==> config.mk <==
export PLATFORM = sky130hd
export DESIGN_NAME = debug_word_serializer
export DESIGN_NICKNAME = d
export VERILOG_FILES = /design/src/rtl/debug_word_serializer.sv
export SDC_FILE = /design/constraint.sdc
export NUM_CORES = 1
export LEC_CHECK = 0
export BUFFER_PORTS_ARGS = -buffer_cell sky130_fd_sc_hd__buf_2
export CAP_MARGIN = 20
export CORE_UTILIZATION = 40
export CTS_BUF_LIST = sky130_fd_sc_hd__clkbuf_4 sky130_fd_sc_hd__clkbuf_8 sky130_fd_sc_hd__clkbuf_16
export CTS_CLUSTER_DIAMETER = 200
export DETAILED_ROUTE_END_ITERATION = 10
export GPL_TIMING_DRIVEN = 0
export PLACE_DENSITY = 0.64
export SYNTH_ARGS = -nofsm -noshare
export SYNTH_HDL_FRONTEND = slang
export SYNTH_SLANG_ARGS = --single-unit
==> constraint.sdc <==
create_clock -name clk -period 2.5 [get_ports clk]
set_input_delay 0.125 -clock clk [delete_from_list [all_inputs] [get_ports clk]]
set_output_delay 0.125 -clock clk [all_outputs]
set_load 0.05 [all_outputs]
==> src/rtl/debug_word_serializer.sv <==
`default_nettype none
// ============================================================================
//  Module   : debug_word_serializer
//  Purpose  : Splits full-width debug words (PC, clock count, register and
//             memory dumps) into DATA_BITS-wide bytes, LSB byte first, and
//             hands them one at a time to a UART transmitter using a
//             start-pulse / done-pulse handshake. A one-word skid buffer
//             lets the producer run one word ahead of the serializer. A
//             per-byte watchdog aborts a word if the transmitter stops
//             answering.
//  Revision : 1.0  initial release
// ----------------------------------------------------------------------------
//  Ports
//    clk              in   1          design clock (UART clock domain)
//    reset            in   1          asynchronous reset, active low
//    i_word_valid     in   1          producer offers i_word
//    i_word           in   NBITS      word to serialize
//    o_word_ready     out  1          a word is accepted this cycle if valid
//    i_uart_tx_done   in   1          transmitter finished the current byte
//    o_uart_tx_ready  out  1          one-cycle start pulse to transmitter
//    o_uart_tx_data   out  DATA_BITS  byte being transmitted
//    o_word_done      out  1          pulse: last byte of a word completed
//    o_busy           out  1          word buffered or being serialized
//    o_error          out  1          sticky watchdog-abort flag
// ----------------------------------------------------------------------------
//  Parameter constraints: NBITS is an integer multiple of DATA_BITS and
//  TIMEOUT is at least 2.
// ============================================================================
module debug_word_serializer #(
    parameter int NBITS     = 32,
    parameter int DATA_BITS = 8,
    parameter int TIMEOUT   = 100000
) (
    input  logic                 clk,
    input  logic                 reset,
    input  logic                 i_word_valid,
    input  logic [NBITS-1:0]     i_word,
    output logic                 o_word_ready,
    input  logic                 i_uart_tx_done,
    output logic                 o_uart_tx_ready,
    output logic [DATA_BITS-1:0] o_uart_tx_data,
    output logic                 o_word_done,
    output logic                 o_busy,
    output logic                 o_error
);

    // ------------------------------------------------------------------------
    // Derived constants
    // ------------------------------------------------------------------------
    localparam int BYTES = NBITS / DATA_BITS;
    // A single-byte word still gets a 1-bit index so the logic stays uniform.
    localparam int IDX_W = (BYTES > 1) ? $clog2(BYTES) : 1;
    // The watchdog never exceeds TIMEOUT-1, so clog2(TIMEOUT) bits suffice.
    localparam int WD_W  = (TIMEOUT > 2) ? $clog2(TIMEOUT) : 1;

    localparam logic [IDX_W-1:0] IDX_LAST = IDX_W'(BYTES - 1);
    localparam logic [WD_W-1:0]  WD_LAST  = WD_W'(TIMEOUT - 1);
    localparam logic [IDX_W-1:0] IDX_ONE  = IDX_W'(1);
    localparam logic [WD_W-1:0]  WD_ONE   = WD_W'(1);

    // ------------------------------------------------------------------------
    // State encoding
    // ------------------------------------------------------------------------
    typedef enum logic [1:0] {
        S_IDLE  = 2'd0,
        S_START = 2'd1,
        S_WAIT  = 2'd2
    } state_t;

    // ------------------------------------------------------------------------
    // Registers and their next-state values
    // ------------------------------------------------------------------------
    state_t                 state_q,     state_d;
    logic [NBITS-1:0]       buf_q,       buf_d;
    logic                   buf_full_q,  buf_full_d;
    logic [NBITS-1:0]       shift_q,     shift_d;
    logic [IDX_W-1:0]       idx_q,       idx_d;
    logic [WD_W-1:0]        wd_q,        wd_d;
    logic                   tx_ready_q,  tx_ready_d;
    logic [DATA_BITS-1:0]   tx_data_q,   tx_data_d;
    logic                   word_done_q, word_done_d;
    logic                   error_q,     error_d;
    // Holds o_word_ready low while reset is asserted and rises on the first
    // clock after release, so every output reads zero during reset.
    logic                   out_en_q,    out_en_d;

    logic                   accept;
    logic [NBITS-1:0]       shift_next;

    assign accept     = i_word_valid && o_word_ready;
    assign shift_next = shift_q >> DATA_BITS;

    // ------------------------------------------------------------------------
    // Next-state logic
    // ------------------------------------------------------------------------
    always_comb begin
        state_d     = state_q;
        buf_d       = buf_q;
        buf_full_d  = buf_full_q;
        shift_d     = shift_q;
        idx_d       = idx_q;
        wd_d        = wd_q;
        tx_ready_d  = 1'b0;
        tx_data_d   = tx_data_q;
        word_done_d = 1'b0;
        error_d     = error_q;
        out_en_d    = 1'b1;

        // Skid buffer capture. Acceptance requires an empty buffer, so it can
        // never coincide with IDLE draining the buffer below.
        if (accept) begin
            buf_d      = i_word;
            buf_full_d = 1'b1;
        end

        case (state_q)
            S_IDLE: begin
                if (buf_full_q) begin
                    shift_d    = buf_q;
                    buf_full_d = 1'b0;
                    idx_d      = '0;
                    wd_d       = '0;
                    state_d    = S_START;
                    // Start pulse and byte are registered on entry to START.
                    tx_ready_d = 1'b1;
                    tx_data_d  = buf_q[DATA_BITS-1:0];
                end
            end

            S_START: begin
                // The watchdog measures cycles since the start pulse, so the
                // START cycle itself is counted.
                wd_d    = wd_q + WD_ONE;
                state_d = S_WAIT;
            end

            S_WAIT: begin
                // Done takes priority over watchdog expiry in the same cycle.
                if (i_uart_tx_done) begin
                    if (idx_q == IDX_LAST) begin
                        word_done_d = 1'b1;
                        state_d     = S_IDLE;
                    end else begin
                        shift_d    = shift_next;
                        idx_d      = idx_q + IDX_ONE;
                        wd_d       = '0;
                        state_d    = S_START;
                        tx_ready_d = 1'b1;
                        tx_data_d  = shift_next[DATA_BITS-1:0];
                    end
                end else if (wd_q == WD_LAST) begin
                    // Abort: remaining bytes of this word are dropped.
                    error_d = 1'b1;
                    state_d = S_IDLE;
                end else begin
                    wd_d = wd_q + WD_ONE;
                end
            end

            default: begin
                state_d = S_IDLE;
            end
        endcase
    end

    // ------------------------------------------------------------------------
    // State registers
    // ------------------------------------------------------------------------
    always_ff @(posedge clk or negedge reset) begin
        if (!reset) begin
            state_q     <= S_IDLE;
            buf_q       <= '0;
            buf_full_q  <= 1'b0;
            shift_q     <= '0;
            idx_q       <= '0;
            wd_q        <= '0;
            tx_ready_q  <= 1'b0;
            tx_data_q   <= '0;
            word_done_q <= 1'b0;
            error_q     <= 1'b0;
            out_en_q    <= 1'b0;
        end else begin
            state_q     <= state_d;
            buf_q       <= buf_d;
            buf_full_q  <= buf_full_d;
            shift_q     <= shift_d;
            idx_q       <= idx_d;
            wd_q        <= wd_d;
            tx_ready_q  <= tx_ready_d;
            tx_data_q   <= tx_data_d;
            word_done_q <= word_done_d;
            error_q     <= error_d;
            out_en_q    <= out_en_d;
        end
    end

    // ------------------------------------------------------------------------
    // Outputs (all derived from registers only)
    // ------------------------------------------------------------------------
    assign o_word_ready    = out_en_q && !buf_full_q;
    assign o_uart_tx_ready = tx_ready_q;
    assign o_uart_tx_data  = tx_data_q;
    assign o_word_done     = word_done_q;
    assign o_busy          = buf_full_q || (state_q != S_IDLE);
    assign o_error         = error_q;

endmodule

`default_nettype wire

### After elaboration in Yosys (flattened, before gate mapping)

Cells that the tools add are included.

* register bits after elaboration: 98
* input port bits: 36
* output and inout bits: 13
* logic and storage cells: 68

* add/subtract/negate cells: 2
* equal/unequal tests: 10
* mux-type cells: 32
* bitwise logic cells: 1
* reduce and logical (&&, ||, !) cells: 12

Operators by type and width (number)
* $mux 32: 3
* $mux 17: 4
* $pmux 32 s2: 1
* $pmux 17 s3: 1
* $mux 8: 3
* $add 17x1->17 const B: 1
* $eq 17x17->1 const B: 1
* $pmux 8 s2: 1
* $mux 2: 6
* $mux 1: 10
* $ne 3x3->1 const B: 3
* $reduce_and 4->1: 2
* $ne 2x2->1 const B: 3
* $pmux 2 s3: 1
* $eq 2x2->1 const B: 2
* $pmux 2 s2: 1
* $reduce_bool 2->1: 2
* $reduce_and 3->1: 1
* $reduce_bool 3->1: 1
* $add 2x1->2 const B: 1
* $eq 2x1->1 const B: 1
* $logic_and 1x1->1: 2
* $logic_not 2->1: 1
* $pmux 1 s2: 1
* 4 further kinds: 4

### Longest topological paths before layout

Gate-level depths: netlist of the first run.

* depth in word-level cells: 6
* gate-level depth with buffers: 9

### Worst setup path before layout of the first run

Ideal clock, no wire load.

* path kind: reg2reg
* from: reg buf_full_q
* to: reg buf_q[10]
* setup time: 0.125 ns
* data arrival time: 2.021 ns
* slack: 0.354 ns
* stages on the path, launching flop included: 5
* path buffers: 1
* clock period less this slack: 2.146 ns
* path through: dfrtp_1 -> nor2b_1 -> nand2_1 -> buf_1 -> mux2_2

* cells in the longest elaborated chain, start to end: 3

RTL lines
* start: declaration: RTL line 75 `logic buf_full_q, buf_full_d;`
* start signal: assignment: RTL line 185 `buf_full_q <= buf_full_d;`
* $logic_not 1->1: RTL line 200 `assign o_word_ready = out_en_q && !buf_full_q;`
* $logic_and 1x1->1: RTL line 200
* net o_word_ready: RTL line 38 `output logic o_word_ready,`
* $logic_and 1x1->1: RTL line 90 `assign accept = i_word_valid && o_word_ready;`
* end signal: assignment: RTL line 184 `buf_q <= buf_d;`
* end: declaration: RTL line 74 `logic [NBITS-1:0] buf_q, buf_d;`

The timed path passes the listed nets, and every way through them passes these cells.
A chain may end at the register's enable or synchronous reset.

### Worst setup path in the final report of the first run

* from: reg state_q[0]
* to: reg wd_q[10]

* cells in the longest elaborated chain, start to end: 3

RTL lines
* start: declaration: RTL line 73 `state_t state_q, state_d;`
* start signal: assignment: RTL line 183 `state_q <= state_d;`
* $eq 2x2->1 (tied with other cells): RTL line 116 `case (state_q)`
* $ne 3x3->1 (no line) (tied with other cells)
* $reduce_and 4->1 (no line)
* end signal: assignment: RTL line 188 `wd_q <= wd_d;`
* end: declaration: RTL line 78 `logic [WD_W-1:0] wd_q, wd_d;`

Several ways; a longest one is shown, not always the timed one.

==> flow_metrics.tcl, run 1 <==
set metrics [dict create \
    status "finished, final reports clean" \
    overflow 0 \
    synth_edf_count 0 \
    min_path_cells 2 \
    leakagePower_uw 0.00229 \
    reg2reg_depth 8 \
    grt_pass1_vias 2846 \
    period_needed_ns 2.19 \
    whs_endpoint "buf_q[8]" \
    tightest_slew_ns 0.621 \
    ys_types 42 \
    wl_per_cell_um 14.1 \
    synthArstFlopShare_pct 100 \
    worst-r2r-setup-slack_ns 0.31 \
    coreArea_sq_um 9860 \
    clk_pin_slew_ns 0.09 \
    peakVddDrop_v 0.000549 \
    synth_area_per_cell_sq_um 11.4 \
    p_per_area_nw_per_um2 1110 \
    die_h_um 103 \
    rr_startpoint "state_q[0]" \
    start_kind "register" \
    num_rows 36 \
    synth_warnings 0 \
    firstDrtPassIters 4 \
    synth.net_count 403 \
    grt_usage_pct 16.9 \
    clock-sinks 90 \
    drc 0 \
    antenna_found_initial 0 \
    rsz0062_at_grt "false" \
    n_antenna_cell 0 \
    crit_fanout 10 \
    area.growth.synth_to_final_pct 22.5 \
    setup_viol 0 \
    dpl.cell_count 543 \
    ys_ff_latch 90 \
    instances_no_fill 588 \
    floorplan.die_area_sq_um 10700 \
    cts-htree-levels 3 \
    grt_pass1_wl_um 13800 \
    ctsRootBufferMaster "clkbuf_8" \
    dp_hpwl_um 5780 \
    cp-end-kind "register" \
    dp_slack_ns 0.223 \
    criticalPathCategory "register to register" \
    clk_latency_ns 0.37 \
    cts_tree "built" \
    required_ns 2.74 \
    drt_iter0_drc 100 \
    ys.flop_type "dfrtp_1" \
    viasPerCell 4.98 \
    hold_viol_final 0 \
    synth_cells 361 \
    netlist_area_sq_um 4110 \
    min_period_over_period_pct 87.6 \
    initial_core_util_pct 41.7 \
    die_w_um 103 \
    nets 492 \
    setup_slack_ns 0.309 \
    fin_setup_tns_ns 0 \
    fin_skew_ns 0.0130 \
    gp_congestion 0.783 \
    drive_above_1_share_pct 28.6 \
    via_count 2931 \
    maxSlewViolCount 0 \
    ant_nets 0 \
    whs_ns 0.0122 \
    synth.largest_area_cell "dfrtp_1" \
    rr_endpoint "wd_q[10]" \
    port_buffers 48 \
    max_freq_mhz 456 \
    cts-buffers-inserted 9 \
    drt-total-wl_um 8310 \
    regArea_sq_um 2250 \
    final_common_cell "dfrtp_1" \
    grt_max_degree 66 \
    arrival_ns 2.43 \
    final_core_util_pct 51.0 \
    hold_class "input pin to register" \
    pin_count 49 \
    yosys.area.top_type_share_pct 54.8 \
    ys_seq_area_share_pct 54.8 \
    min_from "i_word[8]" \
    synth_area_leaders "dfrtp_1, mux2_2, mux2i_1" \
    multi_input_area_sq_um 1690 \
    max-cap-violations 0 \
    mostFrequentLayoutCells "dfrtp_1, buf_2, o21ai_0, nand2_1, mux2_2" \
    worst_slew_margin_rel_pct 58.6 \
    fillers 895 \
    clockBufferDepth 2 \
]
-- area by class of cell --
type | instances | area share, %
inverters | 5 | 0.373
repair buffers | 78 | 11.1
well taps | 133 | 3.31
plain buffers | 26 | 3.06
clock inverters | 6 | 1.12
multi-input cells | 240 | 33.5
clock buffers | 10 | 2.73
flip-flops and latches | 90 | 44.7
-- worst max-delay path: stages, from the launching register on --
cell	delay (ns)
dfrtp_1	0.38
inv_1	0.08
ha_1	0.26
nor2b_1	0.17
o21ai_0	0.47
clkbuf_2	0.34
a31oi_1	0.06
o21ai_0	0.21
o31ai_2	0.10
-- through the flow --
stage | power, uW | instance area [sq um]
after floorplan | 4000 | 4110
final | 5570 | 5030
after global placement | 4510 | 4520
after CTS | 5620 | 5020
after detailed placement | 4600 | 4550
after global routing | 5980 | 5030
-- state kept, by name (all words and copies together), names as in the netlist --
signal           flops
buf_full_q           1
buf_q               32
idx_q                2
o_error              1
o_uart_tx_ready      1
o_word_done          1
out_en_q             1
shift_q             32
state_q              2
wd_q                17
-- metal layers --
| metal | vias up | part of all wire, % | global-route usage (%) |
|---|---|---|---|
| met5 | - | 0 | 0 |
| met4 | 0 | 1.3 | 5.20 |
| met3 | 9 | 2.8 | 3.23 |
| met2 | 50 | 46 | 26.0 |
| met1 | 1418 | 50 | 24.4 |
| li1 | 1454 | - | - |
-- logic make-up after synthesis --
family	synth area share, %
buffers and inverters	4.14
AND/OR/NAND/NOR	11.6
adder cells (fa/ha/maj)	1.83
XOR/XNOR	0.213
multiplexers	15.1
flip-flops	54.8
other	0.0912
AO/OA/AOI/OAI	12.2
-- report_power, final --
group          switching, uW  leakage, uW  total, uW  internal (uW)
clock network            572    0.0000973        984            412
registers                295      0.00114       2270           1980
logic                   1350      0.00106       2310            958
-- repair_timing --
item	CTS	global route
resized for setup	0	4
hold buffers	28	1
hold endpoints to repair	52	1
endpoints found under the setup margin	0	5
setup buffers	0	0
-- synthesized netlist by cell type, types with 7 or more instances --
master / n
nand3_1: 11
clkbuf_1: 7
mux2_2: 32
buf_2: 7
nand2_1: 39
mux2i_1: 26
a22o_1: 8
nor2_1: 13
buf_4: 8
dfrtp_1: 90
o21ai_0: 44
-- how the worst max path moves through the flow --
| stage | start | end | slack, ns | depth (start not counted) |
|---|---|---|---|---|
| floorplan | buf_full_q | buf_q[10] | 0.35 | 4 |
| global placement | state_q[0] | shift_q[22] | 0.29 | 8 |
| detailed placement | state_q[0] | shift_q[20] | 0.22 | 8 |
| CTS | state_q[0] | shift_q[21] | 0.21 | 8 |
| global route | state_q[0] | wd_q[12] | 0.08 | 8 |
| finish | state_q[0] | wd_q[10] | 0.31 | 8 |
Note: power is estimated with default switching activity, not from simulation.
==> run 2, diff against run 1 <==
BUFFER_PORTS_ARGS = not set   (was -buffer_cell sky130_fd_sc_hd__buf_2)
DONT_BUFFER_PORTS = 1   (was not set)
PLACE_DENSITY = 0.6   (was 0.64)
==> run 2 against run 1 <==
Critical path type unchanged. Critical endpoint is now shift_q[23]. Global-route usage up 0.32 points. Via count down 4.3%. Count of clock-buffer cells in the layout up 1. Cell area down 4.3%. Largest cell class unchanged. Flip-flop and latch count unchanged. Wire length down 0.67%. Critical path depth unchanged.
==> flow_metrics.tcl, run 2 (same netlist as run 1, synthesis figures left out) <==
set metrics [dict create \
    status "finished, final reports clean" \
    pin_count 49 \
    drt_iter0_drc 135 \
    arrival_ns 2.49 \
    rr_endpoint "shift_q[23]" \
    whs_endpoint "o_word_done" \
    min_from "i_uart_tx_done" \
    period_needed_ns 2.26 \
    nets 448 \
    hold_viol_final 0 \
    fillers 910 \
    max-cap-violations 0 \
    min_path_cells 1 \
    min_period_over_period_pct 90.4 \
    grt_usage_pct 17.3 \
    worst_slew_margin_rel_pct 58.4 \
    area.growth.synth_to_final_pct 17.3 \
    peakVddDrop_v 0.000487 \
    final_core_util_pct 48.9 \
    viasPerCell 5.16 \
    num_rows 36 \
    crit_fanout 10 \
    worst-r2r-setup-slack_ns 0.24 \
    rsz0062_at_grt "false" \
    drt-total-wl_um 8250 \
    clk_latency_ns 0.37 \
    reg2reg_depth 8 \
    clockBufferDepth 2 \
    firstDrtPassIters 4 \
    die_w_um 103 \
    coreArea_sq_um 9860 \
    rr_startpoint "state_q[1]" \
    p_per_area_nw_per_um2 1130 \
    final_common_cell "dfrtp_1" \
    max_freq_mhz 442 \
    hold_class "input pin to register" \
    clk_pin_slew_ns 0.09 \
    fin_skew_ns 0.0106 \
    clock-sinks 90 \
    required_ns 2.73 \
    gp_congestion 0.803 \
    mostFrequentLayoutCells "dfrtp_1, o21ai_0, nand2_1, dlygate4sd3_1, mux2_2" \
    ctsRootBufferMaster "clkbuf_8" \
    drc 0 \
    dp_hpwl_um 5700 \
    tightest_slew_ns 0.623 \
    grt_max_degree 91 \
    cp-end-kind "register" \
    start_kind "register" \
    criticalPathCategory "register to register" \
    leakagePower_uw 0.00210 \
    ant_nets 0 \
    die_h_um 103 \
    n_antenna_cell 0 \
    antenna_found_initial 0 \
    cts-buffers-inserted 9 \
    port_buffers 0 \
    wl_per_cell_um 15.2 \
    top_regs "buf_q: 32 flops, shift_q: 32 flops, wd_q: 17 flops" \
    drive_above_1_share_pct 19.7 \
    via_count 2806 \
    overflow 0 \
    cts-htree-levels 3 \
    fin_setup_tns_ns 0 \
    grt_pass1_vias 2794 \
    setup_viol 0 \
    floorplan.die_area_sq_um 10700 \
    cts_tree "built" \
    grt_pass1_wl_um 13800 \
    maxSlewViolCount 0 \
    initial_core_util_pct 41.7 \
]
[run 2: layout make-up]
class	instances	area, sq um	area share (%)
Multi-Input combinational cell	240	1690	35.1
Clock inverter	5	37.5	0.779
Tap cell	133	166	3.45
Inverter	5	18.8	0.389
Timing Repair Buffer	34	358	7.42
Buffer	26	151	3.14
Sequential cell	90	2250	46.7
Clock buffer	11	145	3.01
[run 2: power by group]
group / internal [uW] / switching (uW)
clock network: 405 / 535
registers: 1980 / 325
logic: 895 / 1310
total: 3280 / 2160
[run 2: through the flow]
stage | hold WS, ns | cell area [sq um] | setup WS, ns | power (uW) | instances
2_1_floorplan | -0.171 | 4110 | 0.354 | 4000 | 361
3_3_place_gp | -0.166 | 4280 | -0.00575 | 4410 | 494
3_5_place_dp | -0.165 | 4280 | -0.0398 | 4490 | 494
4_1_cts | 0.0154 | 4820 | 0.212 | 5510 | 544
5_1_grt | 0.0122 | 4820 | 0.0112 | 5860 | 544
6_report | 0.0243 | 4820 | 0.239 | 5440 | 544
[run 2: how the worst max path moves through the flow]
stage,start,endpoint,slack (ns),cells past startpoint
after floorplan,buf_full_q,buf_q[10],0.35,4
after global placement,buf_full_q,buf_q[4],-0.006,4
after detailed placement,buf_full_q,buf_q[1],-0.04,4
after CTS,state_q[0],wd_q[14],0.21,8
after global routing,state_q[1],shift_q[0],0.01,9
final,state_q[1],shift_q[23],0.24,8
[run 2: timing repair]
action	CTS	global route
buffers inserted	0	0
setup endpoints to repair	19	1
hold buffers	34	0
endpoints found under the hold margin	122	0
gates resized for setup	1	1
[run 2: critical path, cell delays in order, from the launching register on]
cell and delay (ns):
dfrtp_1 0.41, inv_1 0.10, ha_1 0.25, nor2b_4 0.18, buf_6 0.13, a21o_2 0.11
clkbuf_1 0.37, clkbuf_1 0.42, o21ai_0 0.16
[run 2: metal layers]
layer / GRT usage (%) / vias up / part of all wire [%]
li1: - / 1368 / -
met1: 24.6 / 1384 / 50
met2: 25.6 / 42 / 45
met3: 3.83 / 12 / 3.0
met4: 6.83 / 0 / 1.7
met5: 0 / - / 0
==> run 3, diff against run 2 <==
--- a/config.mk
+++ b/config.mk
@@ -13,3 +13,2 @@
 export DONT_BUFFER_PORTS = 1
-export GPL_TIMING_DRIVEN = 0
 export PLACE_DENSITY = 0.6
--- a/constraint.sdc
+++ b/constraint.sdc
@@ -3,2 +3,2 @@
 set_output_delay 0.125 -clock clk [all_outputs]
-set_load 0.05 [all_outputs]
+set_load 0.005 [all_outputs]
==> run 3 against run 2 <==
Final cell count fell by 3.7%. Non-clock buffer count is 20 lower. Wire length decreased by 4.7%. Sequential power is essentially flat. Hold slack better by 0.0080 ns. Maximum frequency up 9.5%. Utilization is 0.74 points lower. Critical path type unchanged.
==> flow_metrics.tcl, run 3 (same netlist as run 1, synthesis figures left out) <==
set metrics [dict create \
    status "finished, final reports clean" \
    min_from "i_uart_tx_done" \
    grt_max_degree 91 \
    floorplan.die_area_sq_um 10700 \
    wl_per_cell_um 15.0 \
    whs_endpoint "o_word_done" \
    period_needed_ns 2.06 \
    switching_share_pct 35.6 \
    dp_hpwl_um 4980 \
    instances_no_fill 524 \
    firstDrtPassIters 4 \
    peakVddDrop_v 0.000708 \
    cp-end-kind "register" \
    via_count 2668 \
    arrival_ns 2.30 \
    overflow 0 \
    grt_usage_pct 16.2 \
    final_common_cell "dfrtp_1" \
    post_cts_buffers 0 \
    grt_pass1_vias 2723 \
    clk_latency_ns 0.36 \
    regArea_sq_um 2250 \
    coreArea_sq_um 9860 \
    clk_pin_slew_ns 0.08 \
    drt_iter0_drc 150 \
    n_antenna_cell 0 \
    max-cap-violations 0 \
    area.growth.synth_to_final_pct 15.5 \
    ant_nets 0 \
    die_h_um 103 \
    reg2reg_depth 6 \
    rr_startpoint "wd_q[0]" \
    leakagePower_uw 0.00205 \
    fin_skew_ns 0.0101 \
    crit_chain "ha_1 > and4_1 > nand4_1 > o21ai_2 > or2_4 > o31ai_1" \
    pin_count 49 \
    port_buffers 0 \
    nets 428 \
    p_int_uw 3270 \
    switchingPower_uw 1810 \
    fin_setup_tns_ns 0 \
    die_w_um 103 \
    rsz0062_at_grt "false" \
    hold_class "input pin to register" \
    drc 0 \
    viasPerCell 5.09 \
    drt-total-wl_um 7870 \
    gp_congestion 0.772 \
    mostFrequentLayoutCells "dfrtp_1, o21ai_0, nand2_1, dlygate4sd3_1, mux2_2" \
    dp_slack_ns 0.467 \
    antenna_found_initial 0 \
    top_regs "buf_q: 32 flops, shift_q: 32 flops, wd_q: 17 flops" \
    multi_input_area_sq_um 1690 \
    seqPwrFrac_pct 44.6 \
    setup_viol 0 \
    fillers 899 \
    grt_pass1_wl_um 13200 \
    start_kind "register" \
    ctsRootBufferMaster "clkbuf_8" \
    rr_endpoint "wd_q[4]" \
    p_comb_share_pct 35.4 \
    num_rows 36 \
    worst_slew_margin_rel_pct 63.4 \
    maxSlewViolCount 0 \
    crit_fanout 13 \
    max_freq_mhz 485 \
    cts-buffers-inserted 9 \
    p_total_uw 5080 \
    criticalPathCategory "register to register" \
    p_per_area_nw_per_um2 1070 \
    dpl.cell_count 474 \
    cts-htree-levels 3 \
    initial_core_util_pct 41.7 \
    min_path_cells 1 \
    worst-r2r-setup-slack_ns 0.44 \
    drive_above_1_share_pct 17.9 \
    min_period_over_period_pct 82.6 \
    setup_slack_ns 0.436 \
    required_ns 2.74 \
    hold_viol_final 0 \
    cp_slowest_cell "o21ai_2" \
    slowest_delay_ns 0.42 \
    clock-sinks 90 \
    cts_tree "built" \
    tightest_slew_ns 0.547 \
    clockBufferDepth 2 \
    clockPowerShare_pct 20.0 \
    ctsResizeCount 0 \
]
-- run 3: what timing repair did --
| action | CTS | global route |
|---|---|---|
| hold buffers | 34 | 0 |
| endpoints found under the hold margin | 122 | 0 |
| setup endpoints to repair | 0 | 0 |
-- run 3: stage by stage --
step / util [%] / hold WS, ns / instance area (sq um)
CTS: 48.1 / 0.0119 / 4750
floorplan: - / -0.171 / 4110
global placement: 42.4 / -0.164 / 4190
global route: 48.1 / 0.0166 / 4750
detailed placement: 42.4 / -0.168 / 4190
finish: 48.1 / 0.0322 / 4750
-- run 3: worst max-delay path by stage --
| stage | slack, ns | start | to |
|---|---|---|---|
| 2_1_floorplan | 0.55 | state_q[0] | wd_q[15] |
| 3_3_place_gp | 0.54 | wd_q[0] | wd_q[3] |
| 3_5_place_dp | 0.47 | wd_q[0] | wd_q[4] |
| 4_1_cts | 0.42 | wd_q[0] | wd_q[4] |
| 5_1_grt | 0.27 | wd_q[0] | wd_q[2] |
| 6_report | 0.44 | wd_q[0] | wd_q[4] |
-- run 3: final cells by class --
cell class / instances / share of cell area, %
Timing Repair Buffer: 40 / 8.75
Clock inverter: 6 / 1.53
Tap cell: 133 / 3.51
Multi-Input combinational cell: 240 / 35.6
Inverter: 5 / 0.395
Sequential cell: 90 / 47.4
Clock buffer: 10 / 2.77
-- run 3: critical path: cells and delay by family, from the launching register on --
family                     cells  cell delay, ns
adders and majority gates      1            0.24
DFF                            1            0.41
and+or+nand+nor                3            0.76
AOI/OAI and AO/OA              2            0.53
-- run 3: routing by layer --
layer	GRT usage [%]	routed length, um	vias to the layer above
li1	-	-	1330
met1	22.2	3880	1274
met2	25.2	3610	55
met3	4.44	293	9
met4	4.98	91	0
met5	0	0	-
-- run 3: power by group through the flow --
stage / Combinational [uW] / Clock, uW / Sequential (uW)
global route: 2030 / 1100 / 2350
floorplan: 1510 / 0 / 2200
global placement: 1680 / 0 / 2290
CTS: 1820 / 1060 / 2270
detailed placement: 1730 / 0 / 2300
finish: 1800 / 1020 / 2270
